===== src/rtl/sumsq_seq.sv =====
// rtl/sumsq_seq.sv - serial shift-add X*X+Y*Y feeder for the square-root block
// Optional SUMSQ_PEAK_EN adds a registered running-maximum PEAK output.
module sumsq_seq #(
    parameter int W = 4
) (
    input  logic           CLK,
    input  logic           RST_N,
    input  logic           IN_VALID,
    output logic           IN_READY,
    input  logic [W-1:0]   X,
    input  logic [W-1:0]   Y,
    output logic           OUT_VALID,
    input  logic           OUT_READY,
    output logic [2*W-1:0] OUT_DATA
`ifdef SUMSQ_PEAK_EN
    ,
    output logic [2*W-1:0] PEAK
`endif
);

    localparam int CW = (W > 1) ? $clog2(W) : 1;
    localparam logic [W-1:0] ONE_W = 1;

    localparam logic [1:0] S_IDLE = 2'd0;
    localparam logic [1:0] S_SQX  = 2'd1;
    localparam logic [1:0] S_SQY  = 2'd2;
    localparam logic [1:0] S_DONE = 2'd3;

    logic [1:0]     r_state;
    logic [W-1:0]   r_mag_x;
    logic [W-1:0]   r_mag_y;
    logic [2*W-1:0] r_acc;
    logic [2*W-1:0] r_out_data;
    logic [CW-1:0]  r_cnt;

    logic [W-1:0]   w_abs_x;
    logic [W-1:0]   w_abs_y;
    logic [W-1:0]   w_mag;
    logic [2*W-1:0] w_partial;
    logic [2*W-1:0] w_sum;
    logic           w_last;

    // The most negative input negates to itself, which read unsigned is 2^(W-1).
    assign w_abs_x = X[W-1] ? (~X + ONE_W) : X;
    assign w_abs_y = Y[W-1] ? (~Y + ONE_W) : Y;

    assign w_mag     = (r_state == S_SQY) ? r_mag_y : r_mag_x;
    assign w_partial = w_mag[r_cnt] ? ({{W{1'b0}}, w_mag} << r_cnt) : '0;
    assign w_sum     = r_acc + w_partial;
    assign w_last    = (r_cnt == CW'(W - 1));

    assign IN_READY  = (r_state == S_IDLE);
    assign OUT_VALID = (r_state == S_DONE);
    assign OUT_DATA  = r_out_data;

`ifdef SUMSQ_PEAK_EN
    logic [2*W-1:0] r_peak;
    assign PEAK = r_peak;
`endif

    always_ff @(posedge CLK) begin
        if (!RST_N) begin
            r_state    <= S_IDLE;
            r_mag_x    <= '0;
            r_mag_y    <= '0;
            r_acc      <= '0;
            r_cnt      <= '0;
            r_out_data <= '0;
`ifdef SUMSQ_PEAK_EN
            r_peak     <= '0;
`endif
        end else begin
            case (r_state)
                S_IDLE: begin
                    if (IN_VALID) begin
                        r_mag_x <= w_abs_x;
                        r_mag_y <= w_abs_y;
                        r_acc   <= '0;
                        r_cnt   <= '0;
                        r_state <= S_SQX;
                    end
                end
                S_SQX: begin
                    r_acc <= w_sum;
                    if (w_last) begin
                        r_cnt   <= '0;
                        r_state <= S_SQY;
                    end else begin
                        r_cnt <= r_cnt + CW'(1);
                    end
                end
                S_SQY: begin
                    r_acc <= w_sum;
                    if (w_last) begin
                        r_cnt      <= '0;
                        r_out_data <= w_sum;
                        r_state    <= S_DONE;
                    end else begin
                        r_cnt <= r_cnt + CW'(1);
                    end
                end
                S_DONE: begin
                    // No new accept in this cycle: IN_READY only rises once back in IDLE.
                    if (OUT_READY) begin
                        r_state <= S_IDLE;
`ifdef SUMSQ_PEAK_EN
                        if (r_out_data > r_peak) begin
                            r_peak <= r_out_data;
                        end
`endif
                    end
                end
                default: r_state <= S_IDLE;
            endcase
        end
    end

endmodule


===== config.mk =====
export PLATFORM = sky130hd
export DESIGN_NAME = sumsq_seq
export DESIGN_NICKNAME = d
export VERILOG_FILES = /design/src/rtl/sumsq_seq.sv
export SDC_FILE = /design/constraint.sdc
export NUM_CORES = 1
export LEC_CHECK = 0
export BUFFER_PORTS_ARGS = -buffer_cell sky130_fd_sc_hd__buf_4
export CAP_MARGIN = 10
export CORE_UTILIZATION = 56
export DETAILED_ROUTE_END_ITERATION = 8
export PLACE_DENSITY_LB_ADDON = 0.25
export SLEW_MARGIN = 20
export SYNTH_ARGS = -nofsm -noshare
export SYNTH_HDL_FRONTEND = slang
export SYNTH_SLANG_ARGS = --single-unit
export TNS_END_PERCENT = 50

===== constraint.sdc =====
create_clock -name CLK -period 7.7 [get_ports CLK]
set_input_delay 0.385 -clock CLK [delete_from_list [all_inputs] [get_ports CLK]]
set_output_delay 0.385 -clock CLK [all_outputs]
set_load 0.01 [all_outputs]

# Word level (Yosys, flattened, before mapping)
# Cells that the tools add are included.
# word_totals
wordCells	45
reg_bits	28
# classes
eq_ne	8
bitwise	2
shift	1
n_addsub	4
magnitude_cmp	1
n_reduce_logical	7
n_mux	16
# op_table
operator	count
2-to-1 mux 8 bit	2
one-hot mux 8 bit (2 select lines)	1
2-to-1 mux 2 bit	6
2-to-1 mux 4 bit	3
adder 4 x 1 -> 4 bit (second input constant)	2
adder 8 bit	1
inverter 4 bit	2
one-hot mux 2 bit (4 select lines)	1
left shift 4 x 2 -> 8 bit	1
equality test 2 bit (second input constant)	3
inequality test 2 bit (second input constant)	3
AND reduction 2 bit	3
one-hot mux 2 bit (2 select lines)	1
AND reduction 4 bit	1
less-than comparator 2 x 3 -> 1 bit (second input constant)	1
adder 2 x 1 -> 2 bit (second input constant)	1
binary-select mux 1 bit (select 2 bit)	1
equality test 2 x 1 -> 1 bit (second input constant)	1
logical NOT 2 bit	1
inequality test 2 x 1 -> 1 bit (second input constant)	1
nonzero test 2 bit	1
OR reduction 2 bit	1
2-to-1 mux 1 bit	1

# Logic depth before layout (Yosys ltp)
# depth
depth_word	7
ltp_mapped	12
mapped_depth_nobuf	11

# Worst setup path before layout
# Ideal clock, no wire load.
# synth_timing
path_kind	register to register
startpoint	reg r_state[0]
endpoint	reg r_out_data[7], in the netlist OUT_DATA[7]
arrival_time_ns	2.503
path_stages_with_launch	12
synth_period_minus_slack_ns	2.565
required_time_ns	7.638
slack_ns	5.135
setup_time_ns	0.062
path_cell_list	dfxtp_1 > inv_1 > ha_1 > buf_4 > mux2_2 > nor3b_1 > a21o_1 > ha_1 > nand2_1 > o31a_1 > or4_1 > nand3_1
# synth_via
elab_chain_len	6
word_cells_on_any_way	8
cone_classes	1 x add/sub; 1 x eq/ne; 1 x shift; 4 x mux; 1 x reduce/logical
# synth_lines
item	line_no	text
start, declared	29	logic [1:0] r_state;
start signal, assigned	63	r_state <= S_IDLE;
start signal, assigned	80	r_state <= S_SQX;
start signal, assigned	87	r_state <= S_SQY;
equality test 2 bit *	47, 73	
2-to-1 mux 4 bit	47	assign w_mag = (r_state == S_SQY) ? r_mag_y : r_mag_x;
binary-select mux 1 bit (select 2 bit)	48	assign w_partial = w_mag[r_cnt] ? ({{W{1'b0}}, w_mag} << r_cnt) : '0;
2-to-1 mux 1 bit (not written as such)	48	
2-to-1 mux 8 bit	48	
adder 8 bit	49	assign w_sum = r_acc + w_partial;
end signal, assigned	96	r_out_data <= w_sum;
end, declared	33	logic [2*W-1:0] r_out_data;
# Mark *: on every way between the ends. The rest lies on a longest branch, timed or not. The select of a mux whose other input is x is not followed.
# A chain may end at the register's enable or synchronous reset.

# Worst setup path in the final report
# Ends and elaborated chain as after synthesis.

==> impl_metrics.tcl <==
set metrics [dict create \
    outcome "finished clean" \
    clk_latency_ns 0.33 \
    drtIter0Drc 72 \
    fillerInstances 238 \
    gr-usage-met1 0.335 \
    clk_pin_slew_ns 0.15 \
    grt_use_met2 0.386 \
    clock-sinks 28 \
    fin_setup_tns_ns 0 \
    drive_gt1_frac 0.144 \
    gr-total-overflow 0 \
    initial_core_util 0.592 \
    slew_headroom 0.423 \
    area_growth_syn_to_layout_pct 12.0 \
    yosysUniqueCellTypes 44 \
    arrival_ns 3.17 \
    crit_path_max_fanout 8 \
    drtPass1Iterations 5 \
    drt.antenna.violating_nets 0 \
    crit_required_ns 7.98 \
    synth_flop_cell "dfxtp_1" \
    synth_compound_area_frac 0.183 \
    nNetsFinal 236 \
    syn_avg_cell_area_um2 8.63 \
    antenna_found_initial 0 \
    ctsHoldBuffers 0 \
    fin_crit_sh 0.375 \
    io_pins 22 \
    first_global_vias 1401 \
    ys_top_cells_by_count "dfxtp_1 (28), nand2_1 (21), ha_1 (14), nor2_1 (14), nand3_1 (11)" \
    async_flop_share 0 \
    synth_most_common_cell "dfxtp_1" \
    critPathKind "reg2reg" \
    use_met3 0.0698 \
    synth_xor_xnor_area_share 0.0372 \
    hpwlAfterDp_mm 2.71 \
    synth-seq-area-share 0.340 \
    fin_crit_ns 2.89 \
    crit_path_cell_trace "inv_1 -> ha_1 -> mux2i_1 -> nand3b_1 -> o21ai_1 -> ha_1 -> a21oi_1 -> o21a_2 -> o31a_1 -> or4_1 -> nand3_1" \
    end_kind "flop" \
    cts_buffer_depth 2 \
    synthAdderAreaFrac 0.118 \
    drv_slew 0 \
    synth.top_cells.by_area "dfxtp_1 (34%), ha_1 (11%), nand2_1 (4.8%)" \
    dpl-instance-area_mm2 0.00179 \
    cts-root-buf "clkbuf_4" \
    grt_max_degree 26 \
    via_per_inst 6.02 \
    max_stage_delay_ns 0.48 \
    io_buffers 21 \
    grt_pass1_wl_mm 6.24 \
    p_leak_uw 0.000802 \
    synth_top_family_by_area "simple AND/OR/NAND/NOR gates" \
    cts_made_buffers 3 \
    dieArea_mm2 0.00316 \
    hold_viol 0 \
    peakVddDrop_uv 211 \
    yosys.area.top_type "dfxtp_1" \
    syn_area_mm2 0.00165 \
    worst_pin_slew_ns 0.859 \
    globalRouteTotalUtil 0.249 \
    synth-edff-count 0 \
    core_area_mm2 0.00278 \
    rsz0062_at_grt "no" \
    vias 1438 \
    ys_seq_elements 28 \
    syn_inst 191 \
    start_kind "flop" \
    routed_wl_mm 3.69 \
    synth_top_area_share 0.340 \
    htree_num_levels 1 \
    post-route-util 0.664 \
    post_cts_resized 0 \
    fmax_ghz 0.346 \
    die_w_um 56.2 \
    fin_area_mm2 0.00185 \
    crit_slowest_cell "or4_1" \
    setup_viol 0 \
    grt.busiest_layer "met2" \
    cp_common_cell "ha_1" \
    cp_top_family "adder cells" \
    yosys-mux-area-fraction 0.0372 \
    hold_path_class "in2reg" \
    ys_warn_count 0 \
    drc 0 \
    chipHeight_um 56.2 \
    clock_skew_ns 0.00233 \
    num_antenna_cells 0 \
    cts_tree "yes" \
    synth_nets 218 \
    rows 19 \
    synth-simple-area-share 0.232 \
    cap_violations 0 \
    gp_congestion 0.853 \
    p_per_area_mw_per_mm2 241 \
    post-cts-setup-buffers 0 \
    critPathBufInv 1 \
    wl_per_cell_um 15.4 \
]
==> final cells by class <==
type,instances,area (µm²),area share
inverter,9,33.8,0.0183
multi-input combinational,146,1000,0.543
clock inverter,1,30.0,0.0163
tap,31,38.8,0.0210
clock buffer,3,22.5,0.0122
timing repair buffer,21,158,0.0854
sequential,28,561,0.304
==> flip-flops by register name, summed over array words and instances (netlist names) <==
register / cells
r_mag_x: 4
r_state: 2
r_acc: 8
r_mag_y: 4
r_cnt: 2
OUT_DATA: 8
==> through the flow <==
| step | cells | hold slack [ns] | setup slack, ns | total power (µW) |
|---|---|---|---|---|
| after global routing | 239 | 0.288 | 4.64 | 475 |
| after detailed placement | 235 | 0.452 | 4.88 | 349 |
| final | 239 | 0.309 | 4.81 | 445 |
| after floorplan | 191 | 0.428 | 5.14 | 305 |
| after global placement | 235 | 0.446 | 4.95 | 338 |
| after CTS | 239 | 0.297 | 4.84 | 446 |
==> per-layer routing <==
metal / wire (µm) / part of all wire
met1: 1680 / 0.46
met2: 1730 / 0.47
met3: 226 / 0.061
met4: 48 / 0.013
met5: 0 / 0
==> worst paths after layout <==
check	from	to	slack (ns)	cells after the start
setup / recovery	r_state[0]	OUT_DATA[7]	4.81	11
hold reg to reg	OUT_DATA[1]	OUT_DATA[1]	0.47	2
hold / removal	Y[0]	r_mag_y[0]	0.31	3
setup reg to reg	r_state[0]	OUT_DATA[7]	4.81	11
==> kinds of logic after synthesis <==
logic type               Yosys count
flip-flops                        28
AND/OR/NAND/NOR                   75
adder cells (fa/ha/maj)           15
buffers and inverters             17
XOR/XNOR                           7
multiplexers                       6
AO/OA/AOI/OAI                     43
==> worst min-delay path, delay by kind of cell <==
kind	cells	cell delay, ns
AOI/OAI and AO/OA	1	0.05
and+or+nand+nor	1	0.05
buffers and inverters	1	0.12
==> placed cells by master (no fill, tap or decap), types with 2 or more instances in the layout <==
master	count
o21ai_1	7
dfxtp_1	28
nand4b_1	5
nand4_1	2
o211a_1	4
a21o_1	2
a21boi_1	3
nor3_1	5
o211ai_1	4
clkbuf_4	3
xor2_1	2
nor4b_1	2
xnor2_1	5
a21oi_1	8
nor2_1	14
buf_4	21
nand2_2	2
inv_1	9
a22oi_1	6
nor2b_1	3
nand2b_1	3
nand3_1	11
mux2i_1	5
nand2_1	21
ha_1	14
and2_1	3
==> where the power goes <==
part | total, µW | internal (µW) | switching [µW]
clock | 96.6 | 52.7 | 44.0
combinational | 167 | 62.3 | 105
sequential | 182 | 163 | 19.0
total | 445 | 278 | 168
Note: power is estimated with default switching activity, not from simulation.
